<file path="config.mk">
export PLATFORM = sky130hd
export DESIGN_NAME = checker_di_multi
export DESIGN_NICKNAME = d
export VERILOG_FILES = /design/src/rtl/chk_pkg.sv /design/src/rtl/crc_chk_calc.sv /design/src/rtl/checker_di_multi.sv
export SDC_FILE = /design/constraint.sdc
export NUM_CORES = 1
export LEC_CHECK = 0
export ABC_CLOCK_PERIOD_IN_PS = 67600
export BUFFER_PORTS_ARGS = -buffer_cell sky130_fd_sc_hd__clkbuf_2
export CAP_MARGIN = 20
export CORE_ASPECT_RATIO = 1.5
export CORE_MARGIN = 2
export CORE_UTILIZATION = 25
export DETAILED_ROUTE_END_ITERATION = 8
export GPL_TIMING_DRIVEN = 0
export PLACE_DENSITY = 0.52
export SLEW_MARGIN = 20
export SYNTH_ARGS = -nofsm -noshare
export SYNTH_HDL_FRONTEND = slang
export SYNTH_SLANG_ARGS = --single-unit
</file>
<file path="constraint.sdc">
create_clock -name clk -period 67.6 [get_ports clk]
set_clock_uncertainty 0.1 [all_clocks]
set_input_delay 20.28 -clock clk [delete_from_list [all_inputs] [get_ports clk]]
set_output_delay 20.28 -clock clk [all_outputs]
set_load 0.005 [all_outputs]
</file>
<file path="src/rtl/chk_pkg.sv">
// Shared types and helpers for the packet-builder data-integrity checker:
// state encoding, packing-mode codes and the source-byte selection rules.
package chk_pkg;

  typedef enum logic [2:0] {
    ST_IDLE      = 3'd0,
    ST_CAPTURE   = 3'd1,
    ST_CRC_CALC  = 3'd2,
    ST_WAIT_IRQ  = 3'd3,
    ST_COMPARE   = 3'd4,
    ST_CHECK_CRC = 3'd5,
    ST_DONE      = 3'd6
  } state_t;

  localparam logic [3:0] OP0      = 4'd0;  // keep every 4th byte
  localparam logic [3:0] OP1      = 4'd1;  // keep first two of every 4
  localparam int         HDR_LEN  = 2;
  localparam logic [7:0] CRC_INIT = 8'h00;
  localparam logic [7:0] CRC_POLY = 8'h07;  // x^8 + x^2 + x + 1, MSB first

  function automatic logic is_selected(input logic [3:0] sel, input logic [3:0] j);
    case (sel)
      OP0:     return j[1:0] == 2'd0;
      OP1:     return !j[1];
      default: return 1'b1;
    endcase
  endfunction

  // Position of source byte j inside the packed payload.
  function automatic logic [3:0] compact_idx(input logic [3:0] sel, input logic [3:0] j);
    case (sel)
      OP0:     return {2'b00, j[3:2]};
      OP1:     return {1'b0, j[3:2], j[0]};
      default: return j;
    endcase
  endfunction

  function automatic logic [4:0] sel_count(input logic [3:0] sel, input logic [3:0] cnt);
    logic [4:0] n;
    n = '0;
    for (int j = 0; j < 16; j++)
      if (4'(j) <= cnt && is_selected(sel, 4'(j))) n = n + 5'd1;
    return n;
  endfunction

endpackage

</file>
<file path="src/rtl/crc_chk_calc.sv">
// One-byte CRC-8 step (poly 0x07, MSB first, no reflection, no final xor).
module crc_chk_calc
  import chk_pkg::*;
(
  input  logic [7:0] crc_in,
  input  logic [7:0] data_in,
  output logic [7:0] crc_out
);

  always_comb begin
    logic [7:0] c;
    c = crc_in ^ data_in;
    for (int b = 0; b < 8; b++)
      c = c[7] ? ((c << 1) ^ CRC_POLY) : (c << 1);
    crc_out = c;
  end

endmodule

</file>
<file path="src/rtl/checker_di_multi.sv">
// Samples source bytes, recomputes the packet CRC, then reads the built packet
// back and flags data/CRC mismatches with a saturating error counter.
module checker_di_multi
  import chk_pkg::*;
#(
  parameter int NUM_SAMPLES = 4,
  parameter int ADDR_W      = 14,
  parameter int ERR_CNT_W   = 8
) (
  input  logic                     clk,
  input  logic                     reset,
  input  logic                     checker_en,
  input  logic                     pb_start,
  input  logic                     pb_irq_top,
  input  logic                     pb_crc_en,
  input  logic [7:0]               pb_crc_val,
  input  logic [31:0]              pb_addr_in,
  input  logic [31:0]              pb_addr_out,
  input  logic [3:0]               pb_data_sel,
  input  logic [3:0]               pb_byte_cnt,
  input  logic [4*NUM_SAMPLES-1:0] chosen_bytes,
  input  logic [31:0]              inmem_data_b_o,
  input  logic [31:0]              outmem_data_b_o,
  output logic [ADDR_W-1:0]        inmem_addr_o,
  output logic [ADDR_W-1:0]        outmem_addr_o,
  output logic [2:0]               state_o,
  output logic                     di_err,
  output logic                     di_crc_err,
  output logic [ERR_CNT_W-1:0]     err_cnt,
  output logic                     busy,
  output logic                     done
);

  state_t               state, state_nxt;
  logic [3:0]           cnt;
  logic [7:0]           cap     [NUM_SAMPLES];
  logic [3:0]           cap_off [NUM_SAMPLES];
  logic [7:0]           crc_q, exp_crc, crc_nxt;
  logic                 irq_latch;
  logic [ERR_CNT_W-1:0] err_q;

  logic [3:0]  cur_off_in, cur_off;
  logic [7:0]  cur_cap;
  logic        last_sample, byte_sel, sample_valid, smp_mis, crc_mis;
  logic [ADDR_W-1:0] in_base, out_pkt;
  logic        unused_bits;

  // NOTE: every signal written in an always_comb gets a default first, so no
  // path leaves it unassigned and no latch is inferred.
  always_comb begin
    cur_off_in = '0;
    cur_off    = '0;
    cur_cap    = '0;
    for (int i = 0; i < NUM_SAMPLES; i++)
      if (cnt == 4'(i)) begin
        cur_off_in = chosen_bytes[4*i +: 4];
        cur_off    = cap_off[i];
        cur_cap    = cap[i];
      end
  end

  assign last_sample  = cnt == 4'(NUM_SAMPLES - 1);
  assign byte_sel     = is_selected(pb_data_sel, cnt);
  assign sample_valid = cur_off <= pb_byte_cnt && is_selected(pb_data_sel, cur_off);
  assign smp_mis      = state == ST_COMPARE && sample_valid && outmem_data_b_o[7:0] != cur_cap;
  assign crc_mis      = state == ST_CHECK_CRC && outmem_data_b_o[7:0] != exp_crc;

  crc_chk_calc u_crc (
    .crc_in  (crc_q),
    .data_in (inmem_data_b_o[7:0]),
    .crc_out (crc_nxt)
  );

  assign in_base = pb_addr_in[ADDR_W-1:0];
  assign out_pkt = pb_addr_out[ADDR_W-1:0] + ADDR_W'(HDR_LEN);

  always_comb begin
    inmem_addr_o  = '0;
    outmem_addr_o = '0;
    case (state)
      ST_CAPTURE:   inmem_addr_o  = in_base + ADDR_W'(cur_off_in);
      ST_CRC_CALC:  inmem_addr_o  = in_base + ADDR_W'(cnt);
      ST_COMPARE:   outmem_addr_o = out_pkt + ADDR_W'(compact_idx(pb_data_sel, cur_off));
      ST_CHECK_CRC: outmem_addr_o = out_pkt + ADDR_W'(sel_count(pb_data_sel, pb_byte_cnt));
      default: ;
    endcase
  end

  always_comb begin
    state_nxt = state;
    case (state)
      ST_IDLE:      if (pb_start && checker_en) state_nxt = ST_CAPTURE;
      ST_CAPTURE:   if (last_sample) state_nxt = pb_crc_en ? ST_CRC_CALC : ST_WAIT_IRQ;
      ST_CRC_CALC:  if (cnt == pb_byte_cnt) state_nxt = ST_WAIT_IRQ;
      ST_WAIT_IRQ:  if (pb_irq_top || irq_latch) state_nxt = ST_COMPARE;
      ST_COMPARE:   if (last_sample) state_nxt = ST_CHECK_CRC;
      ST_CHECK_CRC: state_nxt = ST_DONE;
      default:      state_nxt = ST_IDLE;
    endcase
  end

  // NOTE: sequential state uses non-blocking assignments only, so every
  // register sees the pre-edge value of every other register.
  always_ff @(posedge clk) begin
    if (reset) begin
      state     <= ST_IDLE;
      cnt       <= '0;
      crc_q     <= CRC_INIT;
      exp_crc   <= CRC_INIT;
      irq_latch <= 1'b0;
      err_q     <= '0;
      // NOTE: the sample store is cleared on reset because an aborted packet
      // must not leave stale bytes behind; large RAMs would normally not be.
      for (int i = 0; i < NUM_SAMPLES; i++) begin
        cap[i]     <= '0;
        cap_off[i] <= '0;
      end
    end else begin
      state <= state_nxt;
      // The phase counter restarts whenever the state changes.
      cnt   <= (state_nxt != state) ? '0 : cnt + 4'd1;

      if (state == ST_CAPTURE)
        for (int i = 0; i < NUM_SAMPLES; i++)
          if (cnt == 4'(i)) begin
            cap[i]     <= inmem_data_b_o[7:0];
            cap_off[i] <= cur_off_in;
          end

      if (state == ST_CAPTURE && last_sample) begin
        crc_q   <= CRC_INIT;
        exp_crc <= pb_crc_val;
      end
      if (state == ST_CRC_CALC && byte_sel) crc_q <= crc_nxt;
      if (state == ST_CRC_CALC && cnt == pb_byte_cnt) exp_crc <= byte_sel ? crc_nxt : crc_q;

      // A completion arriving before WAIT_IRQ is remembered until consumed.
      if (state == ST_CAPTURE || state == ST_CRC_CALC) irq_latch <= irq_latch | pb_irq_top;
      else                                             irq_latch <= 1'b0;

      if ((smp_mis || crc_mis) && err_q != '1) err_q <= err_q + ERR_CNT_W'(1);
    end
  end

  assign state_o    = state;
  assign busy       = state != ST_IDLE;
  assign done       = state == ST_DONE;
  assign di_err     = smp_mis & ~reset;
  assign di_crc_err = crc_mis & ~reset;
  assign err_cnt    = err_q;

  assign unused_bits = ^{inmem_data_b_o[31:8], outmem_data_b_o[31:8], pb_addr_in, pb_addr_out};

endmodule
</file>
* After elaboration in Yosys (flattened, before gate mapping)
Memories as Yosys holds them, arrays and structs flattened.
Cells that the tools add are included.
** Cells by class
- Divide/modulo/power cells :: 0
- Reduce and logical (&&, ||, !) cells :: 41
- Shift operators :: 0
- Muxes and demuxes :: 101
- $add $sub $neg :: 22
- Bitwise logic cells :: 22
- Equality and inequality tests :: 15
- Order comparisons :: 17
- Multipliers :: 0
** Operator list (number)
- two-way mux 5 bit :: 31
- two-way mux 8 bit :: 13
- adder 5 x 1 -> 5 bit, second input constant :: 15
- case mux 14 bit (2 select lines) :: 2
- two-way mux 4 bit :: 13
- adder 14 x 4 -> 14 bit :: 3
- two-way mux 3 bit :: 13
- <= comparator 4 bit, first input constant :: 8
- logical AND 1 bit :: 25
- two-way mux 1 bit :: 25
- NOT 3 bit :: 8
- case mux 3 bit (6 select lines) :: 1
- <= comparator 3 x 4 -> 1 bit, first input constant :: 4
- != test 8 bit :: 2
- adder 14 x 2 -> 14 bit, second input constant :: 1
- adder 14 x 5 -> 14 bit :: 1
- equality test 3 bit, second input constant :: 3
- OR 1 bit :: 9
- adder 8 x 1 -> 8 bit, second input constant :: 1
- equality test 4 x 1 -> 1 bit, second input constant :: 2
- equality test 4 x 2 -> 1 bit, second input constant :: 2
- <= comparator 1 x 4 -> 1 bit, first input constant :: 2
- <= comparator 2 x 4 -> 1 bit, first input constant :: 2
- zero test 4 bit :: 2
- 19 further kinds :: 30
** Storage, ports and cells
- Bits in registers :: 32
- Word-level logic and storage cells :: 226
- Input bits :: 166
- Memories kept :: 2
- Bits in read-only memories :: 0
- Latch bits :: 0
- RAM bits :: 48
- Output and inout bits :: 43
** Memories
- cap :: words 4, width 8, rd ports 4, clocked after Yosys merged registers in 0, wr ports 4, line checker_di_multi.sv:36 : logic [7:0] cap [NUM_SAMPLES];
- cap_off :: words 4, width 4, rd ports 4, clocked after Yosys merged registers in 0, wr ports 4, line checker_di_multi.sv:37 : logic [3:0] cap_off [NUM_SAMPLES];

* Longest topological paths before layout
Gate-level depths: netlist (run 1).
- Depth in word-level cells :: 52
- Mapped depth :: 56
- Gate-level depth less buffers :: 54

* By module
From an unflattened synthesis (run 1), not the netlist that was laid out.
** Second synthesis, totals
- Cell total of the unflattened synthesis :: 928
- Area, all modules :: 7599.8 um^2
** By module, submodules not included
- checker_di_multi :: sequential area each 2082.0 um^2, instances 1, area an instance 7387.1 um^2, cells an instance 908
- crc_chk_calc :: sequential area each 0.0 um^2, instances 1, area an instance 212.7 um^2, cells an instance 20

* Worst setup path before layout (run 1)
No wires, ideal clock.
- Path kind :: input-to-output
- Start point :: in pb_byte_cnt[3]
- End point :: out outmem_addr_o[10]
- Stages on the path :: 50
- Path slack :: 17.569 ns
- Data required time :: 47.220 ns
- Buffers on the path :: 4
- Arrival time :: 29.651 ns
- Cell sequence :: clkbuf_1 clkbuf_1 buf_1 o31ai_1 inv_1 fa_1 clkbuf_1 o211ai_1 xor2_1 a21boi_0 inv_1 ha_1 or4_1 a21oi_1 a21oi_1 xnor2_1 o21ai_0 ha_1 [... 14 more ...] mux2i_1 ha_1 nand2_1 nor2_1 and3_4 a221oi_1 nor2_1 a21oi_1 ha_1 a21o_1 a21oi_1 inv_1 a21oi_1 nor2_1 maj3_1 nand2_1 o21ai_0 a21oi_1
** Between the ends
- Cells in the longest elaborated chain, start to end :: 51
- Elaborated cells between the ends (all ways) :: 81
- Classes of those cells :: 16 x add/sub; 16 x order compare; 33 x mux; 16 x reduce/logical
** Ends and longest elaborated chain
- from (decl) :: line checker_di_multi.sv:20 : input logic [3:0] pb_byte_cnt,
- <= comparator 1 x 4 -> 1 bit :: line chk_pkg.sv:42 : if (4'(j) <= cnt && is_selected(sel, 4'(j))) n = n + 5'd1;
- logical AND 1 bit :: line chk_pkg.sv:42
- two-way mux 1 bit :: line chk_pkg.sv:42
- two-way mux 5 bit :: line checker_di_multi.sv:80 : case (state)
- adder 5 x 1 -> 5 bit :: line chk_pkg.sv:42
- two-way mux 5 bit :: line chk_pkg.sv:42
- two-way mux 5 bit :: line checker_di_multi.sv:80
- adder 5 x 1 -> 5 bit :: line chk_pkg.sv:42
- [... 35 more ...]
- adder 5 x 1 -> 5 bit :: line chk_pkg.sv:42
- two-way mux 5 bit :: line chk_pkg.sv:42
- two-way mux 5 bit :: line checker_di_multi.sv:80
- adder 5 x 1 -> 5 bit :: line chk_pkg.sv:42
- two-way mux 5 bit * :: line chk_pkg.sv:42
- two-way mux 5 bit * :: line checker_di_multi.sv:80
- adder 14 x 5 -> 14 bit * :: line checker_di_multi.sv:84 : ST_CHECK_CRC: outmem_addr_o = out_pkt + ADDR_W'(sel_count(pb_data_sel, pb_byte_cnt));
- case mux 14 bit (2 select lines) * :: line checker_di_multi.sv:80
- to (decl) :: line checker_di_multi.sv:25 : output logic [ADDR_W-1:0] outmem_addr_o,
Mark *: on every way between the ends. The rest lies on a longest branch, timed or not. The select of a mux whose other input is x is not followed.

* Worst setup path in the final report (run 1)
Ends and elaborated chain as after synthesis.

==> results of run 1 <==
[how the worst min path moves through the flow]
stage / slack [ns] / endpoint / from
final: 0.40 / crc_q[0] / crc_q[0]
after global routing: 0.44 / crc_q[0] / crc_q[0]
after global placement: 0.39 / crc_q[0] / crc_q[0]
after detailed placement: 0.39 / crc_q[1] / crc_q[1]
after CTS: 0.41 / crc_q[1] / crc_q[1]
after floorplan: 0.37 / crc_q[0] / crc_q[0]
[sequential cells by signal (all words and copies together) (netlist names)]
register	flops
crc_q	8
irq_latch	1
cap	32
exp_crc	8
cnt	4
cap_off	16
state_o	3
err_cnt	8
[cell usage after synthesis, types with 3 or more instances]
cell	n
sky130_fd_sc_hd__buf_2	4
sky130_fd_sc_hd__nand3b_1	3
sky130_fd_sc_hd__a31oi_1	11
sky130_fd_sc_hd__o22ai_1	4
sky130_fd_sc_hd__a21boi_0	3
sky130_fd_sc_hd__o31a_1	3
sky130_fd_sc_hd__a221oi_1	10
sky130_fd_sc_hd__xnor2_1	66
sky130_fd_sc_hd__a2111oi_0	7
sky130_fd_sc_hd__xor2_1	40
sky130_fd_sc_hd__a21o_1	9
sky130_fd_sc_hd__fa_1	3
sky130_fd_sc_hd__mux2i_1	10
sky130_fd_sc_hd__o21a_1	6
sky130_fd_sc_hd__edfxtp_1	48
sky130_fd_sc_hd__o31ai_1	9
sky130_fd_sc_hd__o21ai_0	50
sky130_fd_sc_hd__nor2_1	122
sky130_fd_sc_hd__dfxtp_1	32
sky130_fd_sc_hd__nor3b_1	4
sky130_fd_sc_hd__a221o_1	7
sky130_fd_sc_hd__a21oi_1	53
sky130_fd_sc_hd__nor3_1	35
sky130_fd_sc_hd__nand2b_1	9
sky130_fd_sc_hd__or2_2	5
sky130_fd_sc_hd__nand4_1	12
sky130_fd_sc_hd__or3_1	15
sky130_fd_sc_hd__ha_1	33
sky130_fd_sc_hd__inv_1	28
sky130_fd_sc_hd__and2_1	14
sky130_fd_sc_hd__o211ai_1	8
sky130_fd_sc_hd__nor4_1	10
sky130_fd_sc_hd__nand3_1	27
sky130_fd_sc_hd__nand2_1	78
sky130_fd_sc_hd__nor2b_1	15
sky130_fd_sc_hd__and3_1	43
sky130_fd_sc_hd__clkbuf_1	41
[critical path: cells and delay by family]
kind	cells	cell delay, ns
xor gates and xnor gates	5	0.80
AOI/OAI and AO/OA	18	3.89
and+or+nand+nor	11	2.01
buffers and inverters	9	1.90
adders and majority gates	8	2.73
muxes	1	0.11
[through the flow]
stage	util, %	power [mW]	hold WS (ns)	instances
6_report	30.4	0.213	0.403	1464
5_1_grt	30.4	0.227	0.443	1464
4_1_cts	30.4	0.214	0.406	1463
3_5_place_dp	29.1	0.152	0.392	1447
3_3_place_gp	29.1	0.151	0.387	1447
2_1_floorplan	-	0.127	0.373	930
[routing by layer]
layer / vias up / GRT usage (%)
met5: - / 0
met4: 0 / 6.77
met3: 42 / 1.56
met2: 168 / 29.4
met1: 3494 / 17.2
li1: 3626 / -
[cells in the final DEF, fill, tap and decap left out, types with 5 or more instances in the layout]
cell type                   synthesis  final
sky130_fd_sc_hd__and2_1            14     14
sky130_fd_sc_hd__and3_1            43     43
sky130_fd_sc_hd__nor2_1           122    122
sky130_fd_sc_hd__clkbuf_2           0    122
sky130_fd_sc_hd__a2111oi_0          7      7
sky130_fd_sc_hd__a21o_1             9      9
sky130_fd_sc_hd__or3_1             15     15
sky130_fd_sc_hd__xor2_1            40     40
sky130_fd_sc_hd__edfxtp_1          48     48
sky130_fd_sc_hd__dfxtp_1           32     32
sky130_fd_sc_hd__a31oi_1           11     11
sky130_fd_sc_hd__nor2b_1           15     15
sky130_fd_sc_hd__a221o_1            7      7
sky130_fd_sc_hd__nand3_1           27     27
sky130_fd_sc_hd__nand4_1           12     12
sky130_fd_sc_hd__clkbuf_16          0      9
sky130_fd_sc_hd__a21oi_1           53     53
sky130_fd_sc_hd__o21a_1             6      6
sky130_fd_sc_hd__nor4_1            10      9
sky130_fd_sc_hd__o211ai_1           8      8
sky130_fd_sc_hd__xnor2_1           66     66
sky130_fd_sc_hd__nand2_1           78     78
sky130_fd_sc_hd__o31ai_1            9      9
sky130_fd_sc_hd__nand2b_1           9      9
sky130_fd_sc_hd__inv_1             28     28
sky130_fd_sc_hd__a221oi_1          10     10
sky130_fd_sc_hd__nor3_1            35     35
sky130_fd_sc_hd__or2_2              5      5
sky130_fd_sc_hd__ha_1              33     33
sky130_fd_sc_hd__mux2i_1           10     10
sky130_fd_sc_hd__o21ai_0           50     50
sky130_fd_sc_hd__clkbuf_1          41     41
[logic make-up (layout without fill, tap and decap cells)]
kind of cell,after synthesis,in the layout,share of synthesized area [%]
and+or+nand+nor,404,404,26.8
AOI/OAI and AO/OA,209,209,18.9
xor gates and xnor gates,111,111,14.1
DFF,80,80,28.0
buffers and inverters,77,215,4.15
adders and majority gates,37,37,6.49
muxes,12,12,1.65
other,0,1,0
[layout make-up]
| class | count | share of cell area, % |
|---|---|---|
| multi-input combinational | 773 | 56.6 |
| sequential | 80 | 23.3 |
| timing repair buffer | 122 | 6.83 |
| tap | 395 | 5.53 |
| clock buffer | 9 | 2.52 |
| buffer | 49 | 2.28 |
| clock inverter | 7 | 1.69 |
| inverter | 28 | 1.18 |
| antenna | 1 | 0.0280 |
[power breakdown]
part           leakage [nW]  total [mW]  switching (mW)  internal, mW
sequential            0.756      0.0547         0.00102        0.0537
clock                 0.184      0.0614          0.0210        0.0404
combinational          2.72      0.0969          0.0568        0.0400
total                  3.66       0.213          0.0788         0.134
==> impl_table.tex, run 1 <==
\begin{tabular}{lr}
\hline
Metric & Value \\
\hline
\multicolumn{2}{l}{\textbf{Run status}} \\
Result of the run & completed \\
\multicolumn{2}{l}{\textbf{Placement}} \\
Placer congestion estimate & a little under 0.9 \\
\# port buffers & around 120 \\
Area after detailed placement & 8560 sq um \\
HPWL Detailed & 19300 um \\
Worst setup slack before clock tree synthesis & roughly 16 ns \\
\multicolumn{2}{l}{\textbf{Layout}} \\
Final instance area & between 8000 and 9000 sq um \\
\# fillers & approximately 3200 \\
Final nets & around 1300 \\
Share of post-route cells with drive strength above 1 & 15.6\% \\
Area taken by multi-input logic gates & 5060 sq um \\
Layout overhead on the synthesized area & 20.0\% \\
Footprint of the flip-flops and latches & between 2000 and 2500 sq um \\
\multicolumn{2}{l}{\textbf{GRT}} \\
Remaining Overflow, GRT & 0 \\
Maximum number of pins on one net before global-route repair & 16 \\
Number of antenna violations at the first check in global routing & 1 \\
Number of global-route vias before repair & about 7400 \\
Global-route wire length before repair & between 30000 and 40000 um \\
All-Layer GR Usage & around 15\% \\
\multicolumn{2}{l}{\textbf{Drt}} \\
Router iterations before antenna repair & 7 \\
Final wirelength & 24200 um \\
DRC marker count from the first detailed-route iteration & 448 \\
DR DRC count & 0 \\
WL met1 & 9640 um \\
Routed met3 length & a little under 800 um \\
Metal2 WL & 12800 um \\
Via total after detailed routing & 7330 \\
Routed len/inst & 16.5 um \\
Post-DRT Antenna Nets & 0 \\
Via-per-instance ratio & 5.01 \\
Uppermost layer routed & met4 \\
\multicolumn{2}{l}{\textbf{Setup path}} \\
Worst path slowest cell & sky130\_fd\_sc\_hd\_\_fa\_1 \\
Data arrival, critical path & 31.75 ns \\
Launch point of the worst path & pb\_byte\_cnt[3] \\
Required time worst endpoint & 47.22 ns \\
Reg2Reg Depth & 22 \\
Most frequent CP cell & sky130\_fd\_sc\_hd\_\_a21oi\_1 \\
Crit end category & output port \\
Critical path startpoint category & input port \\
Maximum fanout encountered on the critical timing path & 10 \\
Capturing point of the worst reg2reg path & err\_cnt[4] \\
Worst Setup EP & outmem\_addr\_o[10] \\
Worst setup path category & input port to output port \\
Launch instance of the worst register-to-register path & cnt[1] \\
Slowest Stage Delay on Critical Path & 0.57 ns \\
Register-to-register setup slack & 62.27 ns \\
\multicolumn{2}{l}{\textbf{Logic synthesis}} \\
Number of distinct standard cells referenced by the synthesized netlist & between 70 and 80 \\
Post-synthesis average cell area & 8.01 sq um \\
Fraction of registers with async set or reset after synthesis & 0\% \\
Leading area contributor after synthesis & sky130\_fd\_sc\_hd\_\_edfxtp\_1 \\
Cells after Synth & 930 \\
Dominant synthesized flop cell & sky130\_fd\_sc\_hd\_\_edfxtp\_1 \\
\#FFs+latches synth & 80 \\
Nets in the synthesized netlist & 1132 \\
Synth warn & 0 \\
Count of flip-flops with a built-in enable after synthesis & 48 \\
Share of the synthesized area in the top cell type & between 10\% and 20\% \\
Sequential element share of the synthesized area & approximately 28\% \\
Ranking of synthesized cells by area & sky130\_fd\_sc\_hd\_\_edfxtp\_1 (19\%), sky130\_fd\_sc\_hd\_\_dfxtp\_1 (8.6\%), sky130\_fd\_sc\_hd\_\_xnor2\_1 (7.8\%) \\
Cell Area, Synth & 7450 sq um \\
\multicolumn{2}{l}{\textbf{STA}} \\
Slew HR & between 30\% and 40\% \\
Final total negative setup slack & 0 ns \\
Final worst-path setup slack & between 15 and 20 ns \\
Setup repair after global routing missed its margin & no \\
Tightest Pin Transition & slightly below 1 ns \\
Post-route clock period utilization & 77.1\% \\
Fmax & 0.0192 GHz \\
Post-layout minimum cycle time & 52.13 ns \\
Final count of pins violating max slew & 0 \\
Final setup vio count & 0 \\
Count of final hold-check violations & 0 \\
\multicolumn{2}{l}{\textbf{Die}} \\
Floorplan die height & 215 um \\
Initial core utilization & around 25\% \\
Area enclosed by the die boundary & 31200 sq um \\
Core area & 29400 sq um \\
Std cell rows & between 70 and 80 \\
Die Span X & about 140 um \\
Top-level port count & between 200 and 250 \\
\multicolumn{2}{l}{\textbf{CTS}} \\
Clock transition at path regs & 0.06 ns \\
Clock root cell & sky130\_fd\_sc\_hd\_\_clkbuf\_16 \\
Clk buf depth & 2 \\
H-Tree Depth & 3 \\
Hold-fix buffers, CTS & 0 \\
Resize count post-CTS & 0 \\
TritonCTS clock tree & done \\
Clock tree sinks & 80 \\
Total CTS buffers & 9 \\
Post-CTS setup buffer count & 0 \\
Worst-skew pair later-pin latency & 0.35 ns \\
\multicolumn{2}{l}{\textbf{Pwr}} \\
Cell leakage power & around 3.7 nW \\
Power per unit of standard cell area & $\sim$24 nW/um\^{}2 \\
Maximum resistive drop on vdd & 0.0132 mV \\
\multicolumn{2}{l}{\textbf{Worst hold path}} \\
Hold Path Class & flop to flop \\
Worst hold stages & 2 \\
\multicolumn{2}{l}{\textbf{Flow run}} \\
Max-cap violations & 0 \\
\hline
\end{tabular}
Note: power is estimated with default switching activity, not from simulation.
==> inputs of run 2 (changes only) <==
- ABC_AREA: unset -> 1
- ABC_CLOCK_PERIOD_IN_PS: 67600 -> 54400
- clock period: 67.6 -> 54.4 ns (I/O delays scaled with it)
==> impl_table.tex, run 2 <==
\begin{tabular}{lr}
\hline
Metric & Value \\
\hline
\multicolumn{2}{l}{\textbf{Run status}} \\
Result of the run & completed (unchanged) \\
\multicolumn{2}{l}{\textbf{Placement}} \\
Total instance count after detailed placement & 1595 (was 1447) \\
Placer congestion estimate & 0.849 (was 0.871) \\
\# port buffers & 122 (unchanged) \\
HPWL Detailed & 18400 um (was 19300 um) \\
\multicolumn{2}{l}{\textbf{CTS}} \\
Post-CTS setup buffer count & 0 (unchanged) \\
Clk buf depth & 2 (unchanged) \\
TritonCTS clock tree & done (unchanged) \\
Total CTS buffers & 9 (unchanged) \\
Resize count post-CTS & 0 (unchanged) \\
Clock root cell & sky130\_fd\_sc\_hd\_\_clkbuf\_16 (unchanged) \\
Clock tree sinks & 80 (unchanged) \\
H-Tree Depth & 3 (unchanged) \\
Worst-skew pair later-pin latency & 0.34 ns (was 0.35 ns) \\
Hold-fix buffers, CTS & 0 (unchanged) \\
Clock transition at path regs & 0.06 ns (about the same) \\
\multicolumn{2}{l}{\textbf{Logic synthesis}} \\
Simple-gate share of the synthesized area & 35.6\% (was 26.8\%) \\
Mux cell area share after synthesis & 0.275\% (was 1.65\%) \\
Post-synthesis average cell area & 6.74 sq um (was 8.01 sq um) \\
Leading area contributor after synthesis & sky130\_fd\_sc\_hd\_\_edfxtp\_1 (unchanged) \\
Ranking of synthesized cells by area & sky130\_fd\_sc\_hd\_\_edfxtp\_1 (20\%), sky130\_fd\_sc\_hd\_\_nand2\_1 (12\%), sky130\_fd\_sc\_hd\_\_dfxtp\_1 (8.8\%) (was sky130\_fd\_sc\_hd\_\_edfxtp\_1 (19\%), sky130\_fd\_sc\_hd\_\_dfxtp\_1 (8.6\%), sky130\_fd\_sc\_hd\_\_xnor2\_1 (7.8\%)) \\
Share of the synthesized area in the top cell type & 19.8\% (was 19.4\%) \\
Nets in the synthesized netlist & 1283 (was 1132) \\
\#FFs+latches synth & 80 (unchanged) \\
Dominant synthesized flop cell & sky130\_fd\_sc\_hd\_\_edfxtp\_1 (unchanged) \\
Number of distinct standard cells referenced by the synthesized netlist & 50 (was 79) \\
Most frequently used cell type in the post-synthesis netlist & sky130\_fd\_sc\_hd\_\_nand2\_1 (was sky130\_fd\_sc\_hd\_\_nor2\_1) \\
Cells after Synth & 1081 (was 930) \\
Synth warn & 0 (unchanged) \\
XOR/XNOR share of the synthesized area & 6.61\% (was 14.1\%) \\
Area share of fa/ha/maj cells after synthesis & 6.49\% (about the same) \\
Complex-gate fraction of the synthesized area & 12.9\% (was 18.9\%) \\
Most instantiated cells after synthesis & sky130\_fd\_sc\_hd\_\_nand2\_1 (231), sky130\_fd\_sc\_hd\_\_inv\_1 (142), sky130\_fd\_sc\_hd\_\_nor2\_1 (121) (was sky130\_fd\_sc\_hd\_\_nor2\_1 (122), sky130\_fd\_sc\_hd\_\_nand2\_1 (78), sky130\_fd\_sc\_hd\_\_xnor2\_1 (66)) \\
Count of flip-flops with a built-in enable after synthesis & 48 (unchanged) \\
Combinational family with the most area after synthesis & simple AND/OR/NAND/NOR gates (unchanged) \\
Sequential element share of the synthesized area & 28.6\% (was 28.0\%) \\
Cell Area, Synth & 7290 sq um (was 7450 sq um) \\
Fraction of registers with async set or reset after synthesis & 0\% (unchanged) \\
\multicolumn{2}{l}{\textbf{Layout}} \\
Number of antenna repair diodes & 0 (was 1) \\
Layout overhead on the synthesized area & 19.7\% (was 20.0\%) \\
Final nets & 1418 (was 1265) \\
Register name with the most flops & cap (unchanged) \\
Final std cells w/o fill & 1611 (was 1464) \\
Top Registers & cap x32, cap\_off x16 (unchanged) \\
\# fillers & 3230 (was 3180) \\
Max FFs per register & 32 (unchanged) \\
Final Util & 30.4\% (about the same) \\
Most common cell after layout, fill and taps aside & sky130\_fd\_sc\_hd\_\_nand2\_1 \\
Most used cells in the layout excluding fill and tap cells & sky130\_fd\_sc\_hd\_\_nand2\_1 (231), sky130\_fd\_sc\_hd\_\_inv\_1 (142), sky130\_fd\_sc\_hd\_\_clkbuf\_2 (122) (was sky130\_fd\_sc\_hd\_\_nor2\_1 (122), sky130\_fd\_sc\_hd\_\_clkbuf\_2 (122), sky130\_fd\_sc\_hd\_\_nand2\_1 (78)) \\
Share of post-route cells with drive strength above 1 & 18.5\% (was 15.6\%) \\
\multicolumn{2}{l}{\textbf{Pwr}} \\
Cell leakage power & 4.23 nW (was 3.66 nW) \\
Power per unit of standard cell area & 25.7 nW/um\^{}2 (was 23.8 nW/um\^{}2) \\
Maximum resistive drop on vdd & 0.0167 mV (was 0.0132 mV) \\
\multicolumn{2}{l}{\textbf{Setup path}} \\
Worst path slowest cell & sky130\_fd\_sc\_hd\_\_fa\_1 (unchanged) \\
Slowest Stage Delay on Critical Path & 0.54 ns (was 0.57 ns) \\
Crit end category & output port (unchanged) \\
Launch point of the worst path & pb\_byte\_cnt[2] (was pb\_byte\_cnt[3]) \\
Required time worst endpoint & 37.98 ns (was 47.22 ns) \\
Most frequent CP cell & sky130\_fd\_sc\_hd\_\_nand2\_1 (was sky130\_fd\_sc\_hd\_\_a21oi\_1) \\
Data arrival, critical path & 24.93 ns (was 31.75 ns) \\
Maximum fanout encountered on the critical timing path & 7 (was 10) \\
Critical path startpoint category & input port (unchanged) \\
Launch instance of the worst register-to-register path & cnt[0] (was cnt[1]) \\
Worst setup path category & input port to output port (unchanged) \\
\multicolumn{2}{l}{\textbf{Drt}} \\
Routed len/inst & 13.8 um (was 16.5 um) \\
Router iterations before antenna repair & 5 (was 7) \\
DR DRC count & 0 (unchanged) \\
Via total after detailed routing & 7423 (was 7330) \\
Via-per-instance ratio & 4.61 (was 5.01) \\
Final wirelength & 22200 um (was 24200 um) \\
DRC marker count from the first detailed-route iteration & 392 (was 448) \\
Post-DRT Antenna Nets & 0 (unchanged) \\
\multicolumn{2}{l}{\textbf{STA}} \\
Final count of pins violating max slew & 0 (unchanged) \\
Setup repair after global routing missed its margin & no (unchanged) \\
Final total negative setup slack & 0 ns (unchanged) \\
Fmax & roughly 0.024 GHz \\
Post-route clock period utilization & about three quarters \\
Post-layout minimum cycle time & between 40 and 50 ns \\
Slew HR & 26.6\% (was 34.9\%) \\
Count of final hold-check violations & 0 (unchanged) \\
Final setup vio count & 0 (unchanged) \\
Tightest Pin Transition & 1.09 ns (was 0.969 ns) \\
\multicolumn{2}{l}{\textbf{GRT}} \\
Remaining Overflow, GRT & 0 (unchanged) \\
Number of global-route vias before repair & 7247 (was 7425) \\
All-Layer GR Usage & 14.6\% (was 15.4\%) \\
Global-route wire length before repair & 35300 um (was 38800 um) \\
Maximum number of pins on one net before global-route repair & 16 (unchanged) \\
Number of antenna violations at the first check in global routing & 0 (was 1) \\
\multicolumn{2}{l}{\textbf{Flow run}} \\
Max-cap violations & 0 (unchanged) \\
\multicolumn{2}{l}{\textbf{Die}} \\
Area enclosed by the die boundary & 30600 sq um (was 31200 sq um) \\
Core area & 28700 sq um (was 29400 sq um) \\
Initial core utilization & 25.4\% (was 25.3\%) \\
Die Span X & 143 um (was 145 um) \\
Std cell rows & 76 (was 77) \\
Top-level port count & 209 (unchanged) \\
Floorplan die height & 213 um (was 215 um) \\
\multicolumn{2}{l}{\textbf{Worst hold path}} \\
Hold Path Class & flop to flop (unchanged) \\
Launch instance of the worst min-delay path & err\_cnt[7] (was crc\_q[0]) \\
\hline
\end{tabular}
## run 2: changes by cell type in the layout (fill, tap and decap cells not counted), sizes merged, moves of 23 or more
cell    previous run  this run
clkbuf           172       149
xnor2             67        33
a21oi             53        78
nand3             27       102
inv               30       160
and3              45         2
nand2             78       265
## run 2: metal layers
layer / global-route usage, % / part of all wire [%]
met1: 15.7 / 39
met2: 29.0 / 55
met3: 1.84 / 3.9
met4: 4.36 / 2.2
met5: 0 / 0
## run 2: cell families (layout without fill, tap and decap cells)
logic type               after synthesis  in the layout
XOR/XNOR                              55             55
AND/OR/NAND/NOR                      562            562
multiplexers                           2              2
flip-flops                            80             80
AO/OA/AOI/OAI                        164            164
adder cells (fa/ha/maj)               36             36
buffers and inverters                182            322
## run 2: worst max-delay path, delay by kind of cell
family                   cells  cell delay, ns
AO/OA/AOI/OAI                9            1.66
buffers and inverters       12            1.06
adder cells (fa/ha/maj)      7            2.11
AND/OR/NAND/NOR             31            3.67
XOR/XNOR                     1            0.09
## run 2: through the flow
step,hold WS [ns],instance area [sq um],power [mW],setup slack (ns)
2_1_floorplan,0.365,7290,0.136,14.21
3_3_place_gp,0.381,8380,0.158,13.01
3_5_place_dp,0.387,8400,0.159,13.03
4_1_cts,0.397,8720,0.226,13.02
5_1_grt,0.424,8720,0.242,12.13
6_report,0.397,8720,0.224,13.05
## run 2: area by class of cell
type	count	area [sq um]	area share, %
Multi-Input combinational cell	819	4510	51.7
Inverter	159	599	6.87
Buffer	23	95.1	1.09
Timing Repair Buffer	124	623	7.14
Clock inverter	7	103	1.18
Clock buffer	9	225	2.58
Tap cell	390	488	5.59
Sequential cell	80	2080	23.9
## run 2: path summary, 6_finish.rpt
| kind | endpoint | slack (ns) | cells past startpoint |
|---|---|---|---|
| worst max-delay path | outmem_addr_o[11] | 13.05 | 60 |
| worst min-delay path | err_cnt[7] | 0.40 | 2 |
| worst max register to register | err_cnt[7] | 49.78 | 21 |
| worst min register to register | err_cnt[7] | 0.40 | 2 |
## run 2: power by group
part / internal [mW] / switching, mW
logic: 0.0316 / 0.0582
clock network: 0.0408 / 0.0265
registers: 0.0662 / 0.000960
==> inputs of run 3 (changes only) <==
- ABC_AREA: 1 -> 0
- ABC_CLOCK_PERIOD_IN_PS: 54400 -> 36900
- PLACE_DENSITY: 0.52 -> 0.54
- clock period: 54.4 -> 36.9 ns (I/O delays scaled with it)
==> impl_table.tex, run 3 (same netlist as run 1, synthesis figures left out) <==
\begin{tabular}{lr}
\hline
Metric & Value \\
\hline
\multicolumn{2}{l}{\textbf{STA}} \\
Post-layout minimum cycle time & around 34 ns \\
Post-route clock period utilization & 91.2\% \\
Final setup vio count & 0 (unchanged) \\
Final total negative setup slack & 0 ns (unchanged) \\
Slew HR & 31.4\% (was 26.6\%) \\
Fmax & 0.0297 GHz \\
Tightest Pin Transition & 1.02 ns (was 1.09 ns) \\
Setup repair after global routing missed its margin & no (unchanged) \\
Count of final hold-check violations & 0 (unchanged) \\
Final count of pins violating max slew & 0 (unchanged) \\
WHS & 0.409 ns (was 0.397 ns) \\
\multicolumn{2}{l}{\textbf{CTS}} \\
TritonCTS clock tree & done (unchanged) \\
Clock tree sinks & 80 (unchanged) \\
Clk buf depth & 2 (unchanged) \\
Clock root cell & sky130\_fd\_sc\_hd\_\_clkbuf\_16 (unchanged) \\
Worst-skew pair later-pin latency & 0.35 ns (was 0.34 ns) \\
Clock transition at path regs & 0.06 ns (about the same) \\
H-Tree Depth & 3 (unchanged) \\
Total CTS buffers & 9 (unchanged) \\
Post-CTS setup buffer count & 0 (unchanged) \\
Hold-fix buffers, CTS & 0 (unchanged) \\
Resize count post-CTS & 0 (unchanged) \\
\multicolumn{2}{l}{\textbf{Layout}} \\
Final instance area & 8870 sq um (was 8720 sq um) \\
Final nets & 1265 (was 1418) \\
Top Registers & cap x32, cap\_off x16 (unchanged) \\
Final Util & 30.2\% (was 30.4\%) \\
Share of post-route cells with drive strength above 1 & 15.6\% (was 18.5\%) \\
Layout overhead on the synthesized area & 19.1\% (was 19.7\%) \\
Max FFs per register & 32 (unchanged) \\
Most used cells in the layout excluding fill and tap cells & sky130\_fd\_sc\_hd\_\_nor2\_1 (122), sky130\_fd\_sc\_hd\_\_clkbuf\_2 (122), sky130\_fd\_sc\_hd\_\_nand2\_1 (78) (was sky130\_fd\_sc\_hd\_\_nand2\_1 (231), sky130\_fd\_sc\_hd\_\_inv\_1 (142), sky130\_fd\_sc\_hd\_\_clkbuf\_2 (122)) \\
Register name with the most flops & cap (unchanged) \\
\multicolumn{2}{l}{\textbf{Placement}} \\
Area after detailed placement & 8560 sq um (was 8400 sq um) \\
Placer congestion estimate & 0.871 (was 0.849) \\
HPWL Detailed & 19100 um (was 18400 um) \\
\# port buffers & 122 (unchanged) \\
\multicolumn{2}{l}{\textbf{Worst hold path}} \\
Launch instance of the worst min-delay path & crc\_q[1] (was err\_cnt[7]) \\
End of the worst hold path & crc\_q[1] (was err\_cnt[7]) \\
Worst hold stages & 2 (unchanged) \\
Hold Path Class & flop to flop (unchanged) \\
\multicolumn{2}{l}{\textbf{Drt}} \\
Final wirelength & 23700 um (was 22200 um) \\
Routed len/inst & 16.2 um (was 13.8 um) \\
DR DRC count & 0 (unchanged) \\
Post-DRT Antenna Nets & 0 (unchanged) \\
DRC marker count from the first detailed-route iteration & 431 (was 392) \\
Via-per-instance ratio & 4.99 (was 4.61) \\
Via total after detailed routing & 7300 (was 7423) \\
Router iterations before antenna repair & 6 (was 5) \\
\multicolumn{2}{l}{\textbf{Setup path}} \\
Crit end category & output port (unchanged) \\
Reg2Reg Depth & 22 (was 21) \\
Launch point of the worst path & pb\_byte\_cnt[3] (was pb\_byte\_cnt[2]) \\
Required time worst endpoint & 25.73 ns (was 37.98 ns) \\
Slowest Stage Delay on Critical Path & 0.58 ns (was 0.54 ns) \\
Launch instance of the worst register-to-register path & cnt[1] (was cnt[0]) \\
Critical path startpoint category & input port (unchanged) \\
Most frequent CP cell & sky130\_fd\_sc\_hd\_\_a21oi\_1 (was sky130\_fd\_sc\_hd\_\_nand2\_1) \\
Worst setup path category & input port to output port (unchanged) \\
Worst path slowest cell & sky130\_fd\_sc\_hd\_\_or4\_1 (was sky130\_fd\_sc\_hd\_\_fa\_1) \\
Register-to-register setup slack & 31.65 ns (was 49.78 ns) \\
Capturing point of the worst reg2reg path & err\_cnt[5] (was err\_cnt[7]) \\
Maximum fanout encountered on the critical timing path & 10 (was 7) \\
Data arrival, critical path & 22.47 ns (was 24.93 ns) \\
\multicolumn{2}{l}{\textbf{Die}} \\
Area enclosed by the die boundary & 31200 sq um (was 30600 sq um) \\
Floorplan die height & 215 um (was 213 um) \\
Die Span X & 145 um (was 143 um) \\
Std cell rows & 77 (was 76) \\
Core area & 29400 sq um (was 28700 sq um) \\
Top-level port count & 209 (unchanged) \\
Initial core utilization & 25.3\% (was 25.4\%) \\
\multicolumn{2}{l}{\textbf{GRT}} \\
Number of global-route vias before repair & 7227 (was 7247) \\
Number of antenna violations at the first check in global routing & 1 (was 0) \\
Maximum number of pins on one net before global-route repair & 17 (was 16) \\
Global-route wire length before repair & 37500 um (was 35300 um) \\
Remaining Overflow, GRT & 0 (unchanged) \\
All-Layer GR Usage & 14.9\% (was 14.6\%) \\
\multicolumn{2}{l}{\textbf{Flow run}} \\
Max-cap violations & 0 (unchanged) \\
\multicolumn{2}{l}{\textbf{Pwr}} \\
Power per unit of standard cell area & 41.7 nW/um\^{}2 (was 25.7 nW/um\^{}2) \\
Cell leakage power & 3.63 nW (was 4.23 nW) \\
Maximum resistive drop on vdd & 0.0213 mV (was 0.0167 mV) \\
\multicolumn{2}{l}{\textbf{Run status}} \\
Result of the run & completed (unchanged) \\
\hline
\end{tabular}
run 3: worst max-delay path: cells and delay by family:
family	cells	cell delay, ns
compound gates	18	3.88
fa+ha+maj	8	2.74
simple gates	11	2.00
buf+inv	9	1.85
xor+xnor	5	0.80
mux	1	0.11
run 3: through the flow:
| step | instances | worst slack [ns] | total power, mW |
|---|---|---|---|
| floorplan | 930 | 5.29 | 0.232 |
| CTS | 1463 | 3.27 | 0.371 |
| finish | 1464 | 3.26 | 0.370 |
| global route | 1464 | 2.15 | 0.394 |
| global placement | 1447 | 3.38 | 0.276 |
| detailed placement | 1447 | 3.28 | 0.278 |
run 3: worst max path at each step:
stage                                   end  slack, ns
after global placement    outmem_addr_o[10]       3.38
after detailed placement  outmem_addr_o[10]       3.28
after global routing      outmem_addr_o[10]       2.15
final                     outmem_addr_o[10]       3.26
after CTS                 outmem_addr_o[10]       3.27
after floorplan           outmem_addr_o[10]       5.29
run 3: where the power goes:
group          switching, mW  total, mW  internal (mW)
Sequential           0.00180      0.100         0.0983
Combinational          0.103      0.176         0.0733
Clock                 0.0393     0.0931         0.0538
Total                  0.144      0.370          0.225
run 3: layout make-up:
cell class,count,area [sq um]
clock inverter,7,83.8
buffer,49,204
sequential,80,2080
fill,3183,20500
antenna,1,2.50
inverter,28,105
tap,395,494
multi-input combinational,773,5060
clock buffer,9,225
timing repair buffer,122,611
run 3: routing by layer:
metal,routed length [um],GRT usage [%]
met1,9140,16.1
met2,13000,29.7
met3,758,1.08
met4,798,5.97
met5,0,0
